===== src/rtl/switch_debounce2.sv =====
// -----------------------------------------------------------------------------
// switch_debounce2
//   Two-channel switch conditioner that sits directly in front of a 2-input
//   AND gate. Each raw switch level is brought into the clk domain through a
//   two-flop synchroniser and then debounced by a small STABLE/COUNT FSM. A new
//   level is accepted only after the synchronised input has disagreed with the
//   current output for STABLE_CNT consecutive edges. Any return to the old
//   level before that restarts qualification from zero.
//
//   Parameters
//     CNT_W       width of each per-channel stability counter
//     STABLE_CNT  consecutive cycles a new level must hold (2 .. 2**CNT_W-1)
//
//   Ports
//     clk     system clock, all logic on the rising edge
//     rst     synchronous, active-high reset
//     a_raw   asynchronous switch level, channel A
//     b_raw   asynchronous switch level, channel B
//     a_db    debounced level A (drives gate input a)
//     b_db    debounced level B (drives gate input b)
//     a_rise  one-cycle pulse in the first cycle a_db reads 1
//     b_rise  one-cycle pulse in the first cycle b_db reads 1
//     busy    high while either channel is counting toward a change
//
//   Latency for a clean step: 2 synchroniser edges + STABLE_CNT edges.
// -----------------------------------------------------------------------------
module switch_debounce2 #(
  parameter int CNT_W      = 16,
  parameter int STABLE_CNT = 50000
) (
  input  logic clk,
  input  logic rst,
  input  logic a_raw,
  input  logic b_raw,
  output logic a_db,
  output logic b_db,
  output logic a_rise,
  output logic b_rise,
  output logic busy
);

  typedef enum logic {
    ST_STABLE,
    ST_COUNT
  } state_t;

  // Counter value on the edge that accepts the new level. The counter never
  // goes above this, so it cannot wrap.
  localparam logic [CNT_W-1:0] CNT_LAST = CNT_W'(STABLE_CNT - 1);

  // Index 0 is channel A, index 1 is channel B.
  logic [1:0]       raw;
  logic [1:0]       sync1;
  logic [1:0]       sync2;
  logic [1:0]       db;
  logic [1:0]       rise;
  logic [1:0]       next_count;
  state_t           state [2];
  logic [CNT_W-1:0] cnt   [2];

  assign raw = {b_raw, a_raw};

  // A channel will be in COUNT after this edge when its synchronised level
  // disagrees with the output and this edge is not the accepting one.
  // busy is the registered OR of that, so it changes on the same edge as the
  // FSM state rather than one cycle behind it.
  // NOTE: every always_comb output gets a default before any conditional
  // logic so that no path leaves it unassigned and no latch is inferred.
  always_comb begin
    next_count = '0;
    for (int ch = 0; ch < 2; ch++) begin
      next_count[ch] = (sync2[ch] != db[ch]) &&
                       !((state[ch] == ST_COUNT) && (cnt[ch] == CNT_LAST));
    end
  end

  // NOTE: all state is assigned with non-blocking assignments so that every
  // register samples pre-edge values; sync2 <= sync1 therefore really builds
  // a two-stage pipeline instead of collapsing into one flop.
  always_ff @(posedge clk) begin
    if (rst) begin
      sync1 <= '0;
      sync2 <= '0;
      db    <= '0;
      rise  <= '0;
      busy  <= 1'b0;
      for (int ch = 0; ch < 2; ch++) begin
        state[ch] <= ST_STABLE;
        cnt[ch]   <= '0;
      end
    end else begin
      sync1 <= raw;
      sync2 <= sync1;
      busy  <= |next_count;

      for (int ch = 0; ch < 2; ch++) begin
        rise[ch] <= 1'b0;
        case (state[ch])
          ST_STABLE: begin
            if (sync2[ch] != db[ch]) begin
              state[ch] <= ST_COUNT;
              cnt[ch]   <= CNT_W'(1);
            end
          end
          ST_COUNT: begin
            if (sync2[ch] == db[ch]) begin
              // Bounced back to the accepted level: discard the attempt.
              state[ch] <= ST_STABLE;
              cnt[ch]   <= '0;
            end else if (cnt[ch] == CNT_LAST) begin
              // Held for STABLE_CNT edges: accept. The strobe is raised only
              // for a 0->1 change, in the same cycle db first reads 1.
              db[ch]    <= sync2[ch];
              rise[ch]  <= sync2[ch];
              state[ch] <= ST_STABLE;
              cnt[ch]   <= '0;
            end else begin
              cnt[ch] <= cnt[ch] + CNT_W'(1);
            end
          end
          default: begin
            state[ch] <= ST_STABLE;
            cnt[ch]   <= '0;
          end
        endcase
      end
    end
  end

  assign a_db   = db[0];
  assign b_db   = db[1];
  assign a_rise = rise[0];
  assign b_rise = rise[1];

endmodule


===== config.mk =====
export PLATFORM = sky130hd
export DESIGN_NAME = switch_debounce2
export DESIGN_NICKNAME = d
export VERILOG_FILES = /design/src/rtl/switch_debounce2.sv
export SDC_FILE = /design/constraint.sdc
export NUM_CORES = 1
export LEC_CHECK = 0
export CAP_MARGIN = 20
export CELL_PAD_IN_SITES_DETAIL_PLACEMENT = 0
export CELL_PAD_IN_SITES_GLOBAL_PLACEMENT = 1
export CORE_MARGIN = 2
export CORE_UTILIZATION = 48
export CTS_BUF_LIST = sky130_fd_sc_hd__clkbuf_16
export CTS_CLUSTER_DIAMETER = 80
export DETAILED_ROUTE_END_ITERATION = 8
export PLACE_DENSITY = 0.87
export SLEW_MARGIN = 25
export SYNTH_ARGS = -nofsm -noshare
export SYNTH_HDL_FRONTEND = slang
export SYNTH_SLANG_ARGS = --single-unit

===== constraint.sdc =====
create_clock -name clk -period 2.8 [get_ports clk]
set_clock_uncertainty 0.05 [all_clocks]
set_input_delay 0.84 -clock clk [delete_from_list [all_inputs] [get_ports clk]]
set_output_delay 0.84 -clock clk [all_outputs]
set_load 0.02 [all_outputs]

==> qor.txt <==
outcome: complete, no violations
PwrDens: 593 nW/µm²
Post-Syn Nets: 211
classification of the worst setup path: reg2out
cell at the root of the clock tree: clkbuf_16
Slowest-stage cell, CP: clkdlybuf4s50_1
Combinational Power Share: 6.2%
hold slack: 0.388 ns
Clock H-tree levels: 2
global route total overflow: 0
count of mapped cells out of synthesis: 205
count of vias placed by the detailed router: 1495
endpoint kind of the worst setup timing path: primary output
portion of the clock cycle consumed by the worst path in the final layout: 79.3%
Max IR drop VDD: 0.495 mV
total buffers and inverters traversed by the critical path: 1
global-route track usage on met1: 24.0%
DRC violation count after routing: 0
GRT Util Overall: 17.3%
startpoint kind of the worst setup timing path: register
flops & latches, synth: 43
worst min-delay path startpoint: sync1[0]
number of cell rows: 24
highest-utilization routing layer at the global route stage: met2
met2 global-route usage: 26.2%
post-DP HPWL: 2640 µm
unrepaired setup endpoints after global routing: no
Reg2Reg Capture Point: cnt[0][7]
Area growth, synth to finish: 13.3%
Max-Slew Margin vs Limit: 54.8%
max-slew violation count: 0
die boundary width: 72.3 µm
summed negative setup slack over all endpoints: 0 ns
crit path max fanout: 5
most frequent cells in the layout: nor2_1, edfxtp_1, xnor2_1, nand3_1, nor3_1
Die Y: 72.3 µm
required time at the endpoint of the critical path: 1.91 ns
post-CTS setup buffer count: 0
Reg2Reg Depth: 6
IO buf count: 8
number of antenna violations at the first check in global routing: 0
post-synthesis instance area: 2240 µm²
achievable clock frequency: 451 MHz
DRC violation total after the first TritonRoute iteration: 64
fraction of power consumed by sequential logic: 51.3%
class of the tightest hold or removal check: reg2reg
switching part of the total power: 21.0%
Yosys warnings: 0
leading cell type in the layout, fill and taps excluded: nor2_1
Lkg Pwr: 0.815 nW
via count normalized by instance count: 5.48
final weighted congestion in routability-driven placement: 0.774
number of filler cells placed in the layout: 388
effective utilization at floorplan: 50.8%
placeable core region: 4410 µm²
Internal Dissipation: 1.19 mW
arrival time of the worst setup path: 1.33 ns
full die area: 5230 µm²
number of instances resized during post-cts repair: 0
TritonCTS clock tree: yes
clock period minus worst slack: 2.22 ns
layout cell share with drive strength beyond 1: 9.95%
prevailing post-synth register cell: edfxtp_1
sum of routed wire length over all layers: 3910 µm
end point of the worst hold path: sync2[0]
clock insertion delay at the later pin of the skew report: 0.28 ns
number of clock sinks seen by CTS: 43
Finish-stage setup viols: 0
number of buffers inserted by hold repair at cts: 0
cell family contributing the most delay on the critical path: buffers and inverters
total iterations of the first detailed-routing run: 4
final net count: 226
slew at the pin closest to its max-slew limit: 0.679 ns
peak per-stage delay on the critical path: 0.64 ns
number of enable flip-flop cells after synthesis: 33
fraction of registers with async set or reset after synthesis: 0%
setup slack of the worst register-to-register path: 0.64 ns
Avg WL per Cell: 14.3 µm
Critical Path, Cell by Cell: clkdlybuf4s50_1
hold depth: 1
r2r startpoint: cnt[0][0]
number of top-level pins: 9
vias in the first global route: 1478
maxcap violations: 0
clock buffers created by TritonCTS: 5
wire length of the first global-routing pass: 6970 µm
ANT cells: 0
clock transition at the register clock pins on the worst setup and hold paths after CTS: 0.06 ns
Hold Violations, Final: 0
net switching power figure: 0.316 mW
sequential share of the synthesized area: 53.2%
CTS Buffer Depth: 2
synthesized area divided by synthesized cell count: 10.9 µm²
storage element area: 1190 µm²
area of the multi-input gates: 978 µm²
post-route ant nets: 0
clock group share of total power: 42.5%
distinct cell type count of the synthesized netlist: 39
maximum number of pins on one net before global-route repair: 17
Global Route met3 Usage: 4.17%
-- sequential cells by signal (all words and copies together), names as in the netlist --
name   flops
busy       1
cnt       32
db         2
rise       2
state      2
sync1      2
sync2      2
-- worst max-delay path by stage --
stage                         start        to  slack, ns  depth (start not counted)
after floorplan           cnt[0][0]  state[0]       0.70                          6
after global placement          rst  state[0]       0.38                          3
after detailed placement        rst  state[0]       0.37                          3
after CTS                     db[0]      a_db       0.56                          1
after global routing          db[0]      a_db       0.52                          1
final                         db[0]      a_db       0.58                          1
-- routing by layer --
metal | wire length (µm) | vias to the layer above | part of all wire, %
li1 | - | 769 | -
met1 | 1920 | 705 | 49
met2 | 1810 | 16 | 46
met3 | 107 | 5 | 2.7
met4 | 67 | 0 | 1.7
met5 | 0 | - | 0
-- per-stage QoR --
| stage | power [mW] | instances | setup WS, ns | area [µm²] | util, % |
|---|---|---|---|---|---|
| final | 1.51 | 273 | 0.580 | 2540 | 57.5 |
| after CTS | 1.52 | 273 | 0.555 | 2540 | 57.5 |
| after global placement | 0.877 | 265 | 0.379 | 2370 | 53.8 |
| after global routing | 1.56 | 273 | 0.520 | 2540 | 57.5 |
| after floorplan | 0.844 | 205 | 0.695 | 2240 | - |
| after detailed placement | 0.878 | 265 | 0.366 | 2370 | 53.8 |
-- cells in the mapped netlist (all sizes together) (3+ instances only) --
cell    count  area, µm²
nor2       39        149
nand2b      3       18.8
edfxtp     33        991
dfxtp      10        200
xnor2      27        236
nor3       11       55.1
xor2        5       43.8
nand2       6       22.5
nand3      11       55.1
or3         3       20.0
inv         8       30.0
nand4       8       50.1
nor2b       4       25.0
nor4       10       83.8
buf         3       37.5
-- cells by family (layout without fill, tap and decap cells) --
kind of cell / after synthesis / in the layout / synth area share [%]
adder cells (fa/ha/maj): 2 / 2 / 1.12
AND/OR/NAND/NOR: 109 / 109 / 27.7
multiplexers: 2 / 2 / 0.893
buffers and inverters: 12 / 28 / 3.18
flip-flops: 43 / 43 / 53.2
AO/OA/AOI/OAI: 5 / 5 / 1.45
XOR/XNOR: 32 / 32 / 12.5
-- final cells by class --
| type | instances | area share, % |
|---|---|---|
| repair buffers | 12 | 4.34 |
| multi-input cells | 150 | 38.5 |
| inverters | 8 | 1.18 |
| well taps | 52 | 2.56 |
| clock buffers | 5 | 4.93 |
| clock inverters | 3 | 1.53 |
| flip-flops and latches | 43 | 46.9 |
-- power by group through the flow --
stage,Clock [mW],Combinational (mW),Sequential [mW]
2_1_floorplan,0,0.0702,0.774
3_3_place_gp,0,0.0924,0.785
3_5_place_dp,0,0.0921,0.786
4_1_cts,0.653,0.0934,0.773
5_1_grt,0.678,0.104,0.780
6_report,0.641,0.0928,0.773
(Power assumes the default switching activity.)
